[config.mk]
export PLATFORM = sky130hd
export DESIGN_NAME = cpu_sequencer
export DESIGN_NICKNAME = d
export VERILOG_FILES = /design/src/rtl/cpu_pkg.sv /design/src/rtl/cpu_jump_eval.sv /design/src/rtl/cpu_sequencer.sv
export SDC_FILE = /design/constraint.sdc
export NUM_CORES = 1
export LEC_CHECK = 0
export CAP_MARGIN = 25
export CORE_UTILIZATION = 47
export CTS_BUF_LIST = sky130_fd_sc_hd__clkbuf_4 sky130_fd_sc_hd__clkbuf_8 sky130_fd_sc_hd__clkbuf_16
export DETAILED_ROUTE_END_ITERATION = 12
export HOLD_SLACK_MARGIN = 0.02
export PLACE_DENSITY = 0.79
export SYNTH_ARGS = -nofsm -noshare
export SYNTH_HDL_FRONTEND = slang
export SYNTH_SLANG_ARGS = --single-unit
[constraint.sdc]
create_clock -name clk -period 1.88 [get_ports clk]
set_input_delay 0.376 -clock clk [delete_from_list [all_inputs] [get_ports clk]]
set_output_delay 0.376 -clock clk [all_outputs]
set_load 0.005 [all_outputs]
[src/rtl/cpu_pkg.sv]
// Shared types and encodings for the multi-cycle CPU sequencer.
package cpu_pkg;

    typedef enum logic [2:0] {
        S_IDLE,
        S_FETCH1,
        S_FETCH2,
        S_EXEC,
        S_MEM,
        S_HALT
    } state_t;

    localparam logic [3:0] OP_NOP  = 4'h0;
    localparam logic [3:0] OP_LDI  = 4'h1;
    localparam logic [3:0] OP_LD   = 4'h2;
    localparam logic [3:0] OP_ST   = 4'h3;
    localparam logic [3:0] OP_JMP  = 4'h4;
    localparam logic [3:0] OP_HALT = 4'h5;
    localparam logic [3:0] OP_ALU  = 4'h8;  // any opcode with bit 7 set

    localparam logic [1:0] M2R_IMM  = 2'b00;
    localparam logic [1:0] M2R_RAM  = 2'b01;
    localparam logic [1:0] M2R_ALU  = 2'b10;
    localparam logic [1:0] M2R_NONE = 2'b11;

    // Low two bits of the JMP condition; bit 2 inverts the sense.
    localparam logic [1:0] JC_ALWAYS = 2'b00;
    localparam logic [1:0] JC_CARRY  = 2'b01;
    localparam logic [1:0] JC_ZERO   = 2'b10;
    localparam logic [1:0] JC_NEVER  = 2'b11;

endpackage

[src/rtl/cpu_jump_eval.sv]
// Combinational JMP condition evaluation against the latched flags.
module cpu_jump_eval
    import cpu_pkg::*;
(
    input  logic [2:0] cond_i,
    input  logic       carry_i,
    input  logic       zero_i,
    output logic       take_o
);

    // Code 011/111 never jumps, so the inversion bit cannot turn it into "always".
    always_comb begin
        take_o = 1'b0;
        case (cond_i[1:0])
            JC_ALWAYS: take_o = ~cond_i[2];
            JC_CARRY:  take_o = carry_i ^ cond_i[2];
            JC_ZERO:   take_o = zero_i ^ cond_i[2];
            default:   take_o = 1'b0;
        endcase
    end

endmodule

[src/rtl/cpu_sequencer.sv]
// Multi-cycle fetch/decode/execute control FSM: owns PC, IR1/IR2 and the flags,
// and drives RAM strobes, register write, ALU enable and mem_to_reg select.
module cpu_sequencer
    import cpu_pkg::*;
#(
    parameter logic [7:0]  RESET_VECTOR = 8'h00,
    parameter int unsigned MEM_WAIT     = 0
) (
    input  logic       clk,
    input  logic       reset,
    input  logic       run,
    input  logic [7:0] rom_data,
    input  logic       carry_in,
    input  logic       zero_in,
    output logic [7:0] rom_address,
    output logic [7:0] ir1,
    output logic [7:0] ir2,
    output logic       n_cs,
    output logic       n_oe,
    output logic       n_we,
    output logic       reg_write,
    output logic [1:0] mem_to_reg,
    output logic       alu_op,
    output logic [2:0] alu_func,
    output logic       carry_q,
    output logic       zero_q,
    output logic       busy,
    output logic       halted,
    output logic       instr_done
);

    localparam logic [3:0] WAIT_INIT = 4'(MEM_WAIT);

    state_t     state_q;
    logic [7:0] pc_q, ir1_q, ir2_q;
    logic       cflag_q, zflag_q;
    logic [3:0] wait_q;

    logic [3:0] op;
    logic       is_alu, wait_done, take_jump;

    assign op        = ir1_q[7:4];
    assign is_alu    = ir1_q[7];
    assign wait_done = (wait_q == 4'd0);

    cpu_jump_eval u_jump (
        .cond_i  (ir1_q[2:0]),
        .carry_i (cflag_q),
        .zero_i  (zflag_q),
        .take_o  (take_jump)
    );

    // Strobes and enables decode straight from state and IR1.
    always_comb begin
        n_cs       = 1'b1;
        n_oe       = 1'b1;
        n_we       = 1'b1;
        reg_write  = 1'b0;
        mem_to_reg = M2R_NONE;
        alu_op     = 1'b0;
        instr_done = 1'b0;
        case (state_q)
            S_EXEC: begin
                if (is_alu) begin
                    alu_op     = 1'b1;
                    mem_to_reg = M2R_ALU;
                    reg_write  = 1'b1;
                    instr_done = 1'b1;
                end else begin
                    case (op)
                        OP_LDI: begin
                            mem_to_reg = M2R_IMM;
                            reg_write  = 1'b1;
                            instr_done = 1'b1;
                        end
                        OP_LD: begin
                            n_cs = 1'b0;
                            n_oe = 1'b0;
                        end
                        OP_ST: begin
                            n_cs       = 1'b0;
                            n_we       = 1'b0;
                            instr_done = wait_done;
                        end
                        OP_HALT: instr_done = 1'b0;
                        default: instr_done = 1'b1;
                    endcase
                end
            end
            S_MEM: begin
                n_cs       = 1'b0;
                n_oe       = 1'b0;
                mem_to_reg = M2R_RAM;
                reg_write  = 1'b1;
                instr_done = 1'b1;
            end
            default: ;
        endcase
    end

    always_ff @(posedge clk) begin
        if (reset) begin
            state_q <= S_IDLE;
            pc_q    <= RESET_VECTOR;
            ir1_q   <= '0;
            ir2_q   <= '0;
            cflag_q <= 1'b0;
            zflag_q <= 1'b0;
            wait_q  <= '0;
        end else begin
            case (state_q)
                S_IDLE: if (run) state_q <= S_FETCH1;
                S_FETCH1: begin
                    ir1_q   <= rom_data;
                    pc_q    <= pc_q + 8'd1;
                    state_q <= S_FETCH2;
                end
                S_FETCH2: begin
                    ir2_q   <= rom_data;
                    pc_q    <= pc_q + 8'd1;
                    wait_q  <= WAIT_INIT;
                    state_q <= S_EXEC;
                end
                S_EXEC: begin
                    if (instr_done) state_q <= run ? S_FETCH1 : S_IDLE;
                    if (is_alu) begin
                        cflag_q <= carry_in;
                        zflag_q <= zero_in;
                    end else if (op == OP_JMP) begin
                        if (take_jump) pc_q <= ir2_q;
                    end else if (op == OP_HALT) begin
                        state_q <= S_HALT;
                    end else if (op == OP_LD) begin
                        if (wait_done) state_q <= S_MEM;
                        else           wait_q  <= wait_q - 4'd1;
                    end else if (op == OP_ST && !wait_done) begin
                        wait_q <= wait_q - 4'd1;
                    end
                end
                S_MEM:   state_q <= run ? S_FETCH1 : S_IDLE;
                S_HALT:  state_q <= S_HALT;
                default: state_q <= S_IDLE;
            endcase
        end
    end

    assign rom_address = pc_q;
    assign ir1         = ir1_q;
    assign ir2         = ir2_q;
    assign alu_func    = ir1_q[6:4];
    assign carry_q     = cflag_q;
    assign zero_q      = zflag_q;
    assign busy        = (state_q != S_IDLE) && (state_q != S_HALT);
    assign halted      = (state_q == S_HALT);

endmodule

==> summary.txt, run 1 <==
Run status
  – Status: finished, violations left
  – Violated checks: setup timing

Min path
  – Hold crit path type: flip-flop to flip-flop

Critical path
  – Family with the most delay on the worst path: simple AND/OR/NAND/NOR gates
  – Critical Path Sink Type: output pin
  – CP Launch Type: flip-flop
  – Crit path kind: flip-flop to output pin
  – Slowest Stage Delay on Critical Path: 0.33 ns
  – CP Buf/Inv Count: 2
  – Crit-path max FO: 3
  – Slowest CP cell: dfxtp_2
  – Worst EP required: 1.50 ns
  – Worst Path Arrival: 1.64 ns
  – Ordered cell list for the critical path: nand3b_1, buf_6, nor4_4, a21oi_2, nand2_1, buf_2

Flow run
  – Max-cap violations: 0

Route
  – Drt wl/cell: 17.6 um
  – Post-detailed-route count of antenna-violating nets: 0
  – Vias per std cell: 5.72
  – DR DRC count: 0
  – DR iter-0 viols: 169
  – DR pass1 iterations: 4
  – Routed WL: 6260 um
  – Via count: 2032

Timing
  – Period Utilization, post-route: 1.07
  – Final Hold Viols: 0
  – Worst Slack Setup Final: -0.134 ns
  – Pins over their slew limit: 0
  – Clock skew: 0.00753 ns
  – Tightest Pin Transition: 0.438 ns
  – RSZ-0062 raised after global routing: true
  – Max Freq: 497 MHz
  – Final setup TNS: -0.328 ns
  – Min cycle time layout: 2.01 ns
  – Hold WS: 0.509 ns
  – Final setup vio count: 5
  – Max-slew headroom: 0.707

Logic synthesis
  – Area leader, netlist: dfxtp_1
  – Largest cells by area after synthesis: dfxtp_1 37%, mux2i_1 8.3%, nor2_1 7.3%
  – Post-synthesis sequential area ratio: 0.366
  – Syn Area/Cell: 8.20 um^2
  – Synth async-reset ratio: 0
  – FF+latch count, synth: 33
  – Post-synth EDFFs: 0
  – Mapped Cells: 220
  – Yosys warns: 0
  – Syn nets: 239
  – Unique masters post-synth: 44
  – Synth Flop Type: dfxtp_1
  – Count leader, synth: nor2_1
  – List of most frequent post-synthesis cells: 35 x nor2_1, 33 x dfxtp_1, 21 x a21oi_1
  – Post-synth top area share: 0.366
  – Post-Syn Area: 1800 um^2

Floorplan
  – Row Count: 22
  – Core ar.: 3660 um^2
  – Die area: 4090 um^2
  – Die X: 64.0 um
  – I/O Pins: 52
  – Chip Height: 64.0 um
  – Initial core utilization: 0.493

Layout
  – Final core utilization: 0.799
  – Storage element area: 669 um^2
  – Post-route cell area: 2920 um^2
  – Fin nets: 325
  – Non-Filler Instances: 355
  – Multi-input logic area: 1230 um^2
  – Filler cells: 227
  – Share of cells above drive strength 1: 0.303
  – Synthesis-to-finish area growth: 62.1%
  – Total inserted antenna cells: 0

CTS
  – CTS tree: built
  – Num CTS Buffers: 5
  – Cts hold-fix bufs: 0
  – Sink Count: 33
  – Clock Latency Late Sink: 0.30 ns
  – Root buffer cell: clkbuf_8
  – CTS max path bufs: 2
  – CTS clock-pin slew for the worst setup and hold paths: 0.07 ns
  – H-Tree Depth: 2

Global route
  – Gr ovfl total: 0
  – Busiest grt layer: met2
  – Initial antenna violation count: 0
  – Number of global-route vias before repair: 1881
  – Met2 track demand over resource: 0.463
  – First-pass GRT wire length: 8740 um
  – Total GRT Usage: 0.281
  – M3 GR Usage: 0.0750
  – Largest net degree at the start of global routing: 19
  – GR Util met1: 0.345

Pwr
  – Peak VDD IR: 542 uV
  – Pwr per Cell Area: 740 nW/um^2
  – Total power: 2.16 mW
  – Leakage power: 1.12 nW

Placed design
  – Number of I/O port buffers: 51
  – GP Congestion: 0.838
  – Setup WS pre-CTS: -0.0840 ns
  – Hpwl dp: 3480 um
  – Dpl cell area: 2500 um^2
  – Placed insts: 330
cells in the final DEF (no fill, tap or decap), drive strengths merged, types with 2 or more instances in the layout:
cell type / synthesis / routed
mux2i: 15 / 15
nor4: 3 / 3
or3b: 2 / 2
o31ai: 3 / 3
a21oi: 21 / 21
or2: 2 / 2
inv: 7 / 7
buf: 7 / 47
o21ai: 9 / 9
nand2b: 7 / 7
nand3: 2 / 2
dfxtp: 33 / 33
clkbuf: 8 / 8
nor2b: 3 / 3
o211ai: 1 / 2
nand2: 17 / 17
xnor2: 3 / 3
nor3b: 3 / 3
ha: 6 / 6
a21o: 2 / 2
a31oi: 4 / 4
nor3: 9 / 9
or3: 2 / 2
a31o: 2 / 2
clkdlybuf4s50: 0 / 41
dlygate4sd2: 0 / 3
nor2: 35 / 35
where the power goes:
group	switching [mW]	internal (mW)	total (mW)
combinational	0.315	0.327	0.642
sequential	0.0497	0.747	0.796
clock	0.279	0.447	0.725
logic make-up (layout without fill, tap and decap cells):
kind of cell / count (synthesis) / after routing / share of synthesized area
AOI/OAI and AO/OA: 51 / 52 / 0.189
xor gates and xnor gates: 3 / 3 / 0.0146
adders and majority gates: 6 / 6 / 0.0416
buffers and inverters: 22 / 108 / 0.0562
DFF: 33 / 33 / 0.366
muxes: 15 / 15 / 0.0832
and+or+nand+nor: 90 / 90 / 0.249
state kept, by name, indices dropped and copies added, names as in the netlist:
register and flops:
zero_q 1, rom_address 8, carry_q 1, ir2 8
ir1 8, state_q 3, wait_q 4
tightest hold or removal path, stage by stage, from the launching register on:
cell	delay (ns)
dfxtp_1	0.34
mux2i_1	0.07
nor2_1	0.07
path summary, 6_finish.rpt:
| kind | from | end | slack (ns) | cells past startpoint |
|---|---|---|---|---|
| worst min-delay path | ir1[3] | ir1[3] | 0.51 | 2 |
| worst max register to register | wait_q[1] | wait_q[3] | -0.07 | 8 |
| worst min register to register | ir1[3] | ir1[3] | 0.51 | 2 |
| worst max-delay path | state_q[2] | reg_write | -0.13 | 6 |
cell type report:
class	instances	share of cell area
multi-input combinational	166	0.421
timing repair buffer	93	0.280
sequential	33	0.229
clock buffer	7	0.0308
tap	48	0.0205
clock inverter	1	0.0103
inverter	7	0.00899
metal layers:
metal  share of wire  vias up
met3           0.078       26
met4           0.043        0
met5               0        -
met1            0.40      954
met2            0.48      107
li1                -      945
repair_timing:
action / in CTS / in global routing
hold endpoints to repair: 0 / 0
gates resized for setup: 43 / 33
buffers inserted: 7 / 9
pin swaps: 3 / 13
gates cloned: 0 / 1
endpoints found under the setup margin: 19 / 21
(Power assumes the default switching activity.)
==> inputs of run 2 (changes only) <==
--- a/config.mk
+++ b/config.mk
@@ -11,6 +11,7 @@
 export DETAILED_ROUTE_END_ITERATION = 12
 export HOLD_SLACK_MARGIN = 0.02
 export PLACE_DENSITY = 0.79
+export SLEW_MARGIN = 20
 export SYNTH_ARGS = -nofsm -noshare
 export SYNTH_HDL_FRONTEND = slang
 export SYNTH_SLANG_ARGS = --single-unit
==> results of run 2 <==
The final DEF is identical to that of run 1; final timing and power are the same.
